[config.mk]
export PLATFORM = sky130hd
export DESIGN_NAME = sn_to_bn_counter
export DESIGN_NICKNAME = d
export VERILOG_FILES = /design/src/rtl/sn_to_bn_counter.sv
export SDC_FILE = /design/constraint.sdc
export NUM_CORES = 1
export LEC_CHECK = 0
export BUFFER_PORTS_ARGS = -buffer_cell sky130_fd_sc_hd__clkbuf_2
export CORE_MARGIN = 2
export CORE_UTILIZATION = 57
export CTS_CLUSTER_SIZE = 14
export DETAILED_ROUTE_END_ITERATION = 16
export PLACE_DENSITY_LB_ADDON = 0.12
export SYNTH_ARGS = -nofsm -noshare
export SYNTH_HDL_FRONTEND = slang
export SYNTH_SLANG_ARGS = --single-unit
[constraint.sdc]
create_clock -name i_clk_sn2bn -period 4 [get_ports i_clk_sn2bn]
set_input_delay 0.8 -clock i_clk_sn2bn [delete_from_list [all_inputs] [get_ports i_clk_sn2bn]]
set_output_delay 0.8 -clock i_clk_sn2bn [all_outputs]
set_load 0.005 [all_outputs]
[src/rtl/sn_to_bn_counter.sv]
// Stochastic-to-binary converter: counts ones per lane over one stream window and hands the counts on.
// Optional `SN2BN_WEIGHT_EN adds i_w_sn; each lane then counts i_sn_bit & i_w_sn (stochastic multiply).
module sn_to_bn_counter #(
    parameter int LANES = 4,
    parameter int WIN   = 16,
    parameter int CW    = $clog2(WIN + 1),
    parameter int SW    = $clog2(LANES * WIN + 1)
) (
    input  logic          i_clk_sn2bn,
    input  logic          i_rst_n_sn2bn,
    input  logic          i_isgen,
    input  logic          i_sn_bit [LANES],
`ifdef SN2BN_WEIGHT_EN
    input  logic          i_w_sn [LANES],
`endif
    input  logic          i_ready,
    output logic          o_valid,
    output logic [CW-1:0] o_lane_cnt [LANES],
    output logic [SW-1:0] o_sum,
    output logic [CW-1:0] o_len,
    output logic          o_overrun
);

    localparam logic [CW-1:0] WIN_C   = CW'(WIN);
    localparam logic [CW-1:0] ONE_C   = CW'(1);
    localparam bit            ONE_WIN = (WIN == 1);

    typedef enum logic [1:0] {S_IDLE, S_ACC, S_HOLD} state_t;

    state_t        state;
    logic          isgen_d;
    logic [CW-1:0] acc [LANES];
    logic [CW-1:0] len;

    logic          start;
    logic          bit_c    [LANES];
    logic [CW-1:0] cnt_cand [LANES];
    logic [CW-1:0] len_cand;
    logic [SW-1:0] sum_cand;

    // cnt_cand/len_cand are the counts including this cycle: a fresh start
    // outside ACC, or the running window extended (isgen high) or frozen (isgen low).
    always_comb begin
        start    = i_isgen & ~isgen_d;
        len_cand = ONE_C;
        sum_cand = '0;
        for (int k = 0; k < LANES; k++) begin
`ifdef SN2BN_WEIGHT_EN
            bit_c[k] = i_sn_bit[k] & i_w_sn[k];
`else
            bit_c[k] = i_sn_bit[k];
`endif
            cnt_cand[k] = CW'(bit_c[k]);
            if (state == S_ACC) begin
                cnt_cand[k] = i_isgen ? (acc[k] + CW'(bit_c[k])) : acc[k];
            end
            sum_cand = sum_cand + SW'(cnt_cand[k]);
        end
        if (state == S_ACC) begin
            len_cand = i_isgen ? (len + ONE_C) : len;
        end
    end

    always_ff @(posedge i_clk_sn2bn or negedge i_rst_n_sn2bn) begin
        if (!i_rst_n_sn2bn) begin
            state     <= S_IDLE;
            isgen_d   <= 1'b0;
            len       <= '0;
            o_valid   <= 1'b0;
            o_sum     <= '0;
            o_len     <= '0;
            o_overrun <= 1'b0;
            for (int k = 0; k < LANES; k++) begin
                acc[k]        <= '0;
                o_lane_cnt[k] <= '0;
            end
        end else begin
            isgen_d <= i_isgen;
            case (state)
                S_IDLE: begin
                    if (start) begin
                        acc   <= cnt_cand;
                        len   <= len_cand;
                        state <= S_ACC;
                        if (ONE_WIN) begin
                            o_lane_cnt <= cnt_cand;
                            o_sum      <= sum_cand;
                            o_len      <= len_cand;
                            o_valid    <= 1'b1;
                            state      <= S_HOLD;
                        end
                    end
                end
                S_ACC: begin
                    if (!i_isgen || len_cand == WIN_C) begin
                        o_lane_cnt <= cnt_cand;
                        o_sum      <= sum_cand;
                        o_len      <= len_cand;
                        o_valid    <= 1'b1;
                        state      <= S_HOLD;
                    end else begin
                        acc <= cnt_cand;
                        len <= len_cand;
                    end
                end
                S_HOLD: begin
                    if (i_ready) begin
                        o_valid <= 1'b0;
                        state   <= S_IDLE;
                        // A window opening on the accepting cycle keeps its first bits.
                        if (start) begin
                            acc   <= cnt_cand;
                            len   <= len_cand;
                            state <= S_ACC;
                            if (ONE_WIN) begin
                                o_lane_cnt <= cnt_cand;
                                o_sum      <= sum_cand;
                                o_len      <= len_cand;
                                o_valid    <= 1'b1;
                                state      <= S_HOLD;
                            end
                        end
                    end else if (start) begin
                        o_overrun <= 1'b1;
                    end
                end
                default: state <= S_IDLE;
            endcase
        end
    end

endmodule

==> results.yml <==
synth:
  syn_area_per_cell_um2: 10.9
  synth_nets: 360
  ys.flop_type: "dfrtp_1"
  synth_area_um2: 3560
  synth-edff-count: 0
  synth_area_leaders: "dfrtp_1 44%, mux2_4 7.6%, fa_1 5.6%"
  synth_cells: 327
  yosysTopAreaCell: "dfrtp_1"
  yosysUniqueCellTypes: 45
  yosysWarnings: 0
  synth_common_cells: "62 x dfrtp_1, 33 x inv_1, 26 x nand2_1"
  yosysMostFrequentCell: "dfrtp_1"
  async_flop_share_pct: 100
  yosysSeqAreaShare_pct: 43.6
  yosysTopAreaCellShare_pct: 43.6
  yosys_register_bits: 62
layout:
  finalNetCount: 423
  drive_above_1_share_pct: 28.1
  area_growth_pct: 16.8
  fill_cells: 465
  postLayoutCoreUtil_pct: 69.4
  postLayoutCellArea_um2: 4160
  antennaDiodeCount: 0
pwr:
  swShare_pct: 31.9
  ir_drop_uv: 296
  p_leak_uw: 0.00226
  p_int_uw: 1370
  power-per-cell-area_nw_per_um2: 483
  p_seq_share_pct: 42.0
  p_comb_share_pct: 29.8
  clockPowerShare_pct: 28.2
  power_switching_uw: 640
worst_setup_path:
  cp.arrival_ps: 4050
  cp_max_fo: 2
  cp.required_ps: 4230
  critical_path.endpoint_type: "flip-flop"
  reg2reg_depth: 14
  r2r-start: "acc[5]"
  cp-startpoint: "i_sn_bit[1]"
  critPathLaunchType: "input port"
  criticalPathCategory: "in2reg"
timing:
  fin_crit_sh_pct: 95.5
  setup_viol: 0
  finalSetupTns_ps: 0
  fmax_mhz: 262
  hold_violations: 0
  slew_violations: 0
  tightest_slew_ps: 1050
  fin_crit_ps: 3820
  holdWs_ps: 472
  rsz0062_at_grt: "no"
  relSlewSlack_pct: 29.8
  finalClockSkew_ps: 6.15
clocking:
  cts_buffer_depth: 2
  clock_latency_ps: 340
  postCtsResizedCells: 0
  htreeDepth: 3
  root_buffer: "clkbuf_8"
  cts.sinks: 62
  path_clk_slew_ps: 70
  cts_setup_buffers: 0
  numCtsBuffers: 9
  cts_tree: "done"
  cts-hold-fix-buffers: 0
detailed_routing:
  drcViolationCount: 0
  wire_per_inst_um: 16.4
  drt-pass1-iter-count: 4
  via_per_inst: 5.63
  num_vias: 2627
  drtAntennaViolNets: 0
  drtIter0Drc: 125
  wl_um: 7660
die:
  die_area_um2: 6900
  io_pins: 42
  row_count: 28
  start_util_pct: 59.4
  core_area_um2: 5990
  die_y_um: 83.0
  die_w_um: 83.0
hold_path:
  holdPathStages: 1
  hp-class: "reg2reg"
  hold_start: "o_overrun"
grt:
  antenna_found_initial: 0
  grt_pass1_vias: 2595
  overflow: 0
  grt_pass1_wl_um: 13000
  grt.total_usage_pct: 23.8
  grt_max_degree: 43
flow_run:
  cap_violations: 0
place:
  post-dp-hpwl_um: 5480
  gp_congestion: 0.888
  place_area_um2: 3950
  port_buffers: 41
status:
  status: "complete, no violations"
-- sequential cells by signal (all words and copies together) (netlist names) --
register and cells:
o_lane_cnt 20, len 5, o_len 5, isgen_d 1, o_overrun 1, acc 20, state 2, o_valid 1
o_sum 7
-- area by class of cell --
class | count | area (um2) | share of cell area [%]
Clock buffer | 12 | 165 | 3.97
Sequential cell | 62 | 1550 | 37.3
Inverter | 33 | 124 | 2.98
Tap cell | 75 | 93.8 | 2.26
Timing Repair Buffer | 66 | 405 | 9.74
Multi-Input combinational cell | 218 | 1790 | 43.0
Clock inverter | 1 | 30.0 | 0.722
-- path summary, 6_finish.rpt --
kind	slack, ps	end
worst max-delay path	180	o_sum[5]
worst min-delay path	470	o_overrun
worst max register to register	340	o_sum[5]
worst min register to register	470	o_overrun
max in group asynchronous	2470	acc[15]
min in group asynchronous	640	o_len[0]
-- placed cells by master, fill, tap and decap left out, drive strengths merged, types with 2 or more instances in the layout --
cell type  instances
dfrtp             62
ha                15
clkbuf            53
mux2i             15
and3               4
a22o               6
buf               25
a31o               2
nand4             11
inv               33
nor2b              2
a21o              14
fa                10
xnor2              4
nor3               4
o22ai              6
or2                4
a21oi             19
mux2              20
o21ai             16
nor2              13
o31ai              2
nand2             26
a211o              3
nand3              6
xor2               6
-- critical path, cell delays in order --
cell      delay (ps)
clkbuf_2          90
ha_1             210
ha_1             300
mux2i_1          150
nor2_1            90
fa_1             560
inv_1             50
fa_1             480
inv_1             40
ha_1             230
fa_2             370
a21o_1           190
a21oi_2          140
xnor2_1           70
mux2_4           260
-- power by group through the flow --
stage	Combinational [uW]	Clock, uW	Sequential (uW)
2_1_floorplan	382	0	835
3_3_place_gp	570	0	843
3_5_place_dp	594	0	852
4_1_cts	601	574	840
5_1_grt	673	599	858
6_report	599	566	844
-- per-stage QoR --
stage	setup WS, ps	std cells	power [uW]
floorplan	32.1	327	1220
global placement	-183	454	1410
detailed placement	-252	454	1450
CTS	105	467	2010
global route	26.2	467	2130
finish	179	467	2010
-- routing by layer --
layer / track usage (%) / wire, um
met5: 0 / 0
met4: 9.99 / 121
met3: 3.58 / 376
met2: 35.3 / 3520
met1: 35.1 / 3640
-- cell families (layout without fill, tap and decap cells) --
kind of cell               Yosys count  count (layout)  share of synthesized area [%]
xor gates and xnor gates            10              10                           2.67
AOI/OAI and AO/OA                   73              73                           13.5
buffers and inverters               47             112                           6.68
adders and majority gates           25              25                           10.9
DFF                                 62              62                           43.6
muxes                               35              35                           12.4
and+or+nand+nor                     75              75                           10.2
(Power assumes the default switching activity.)
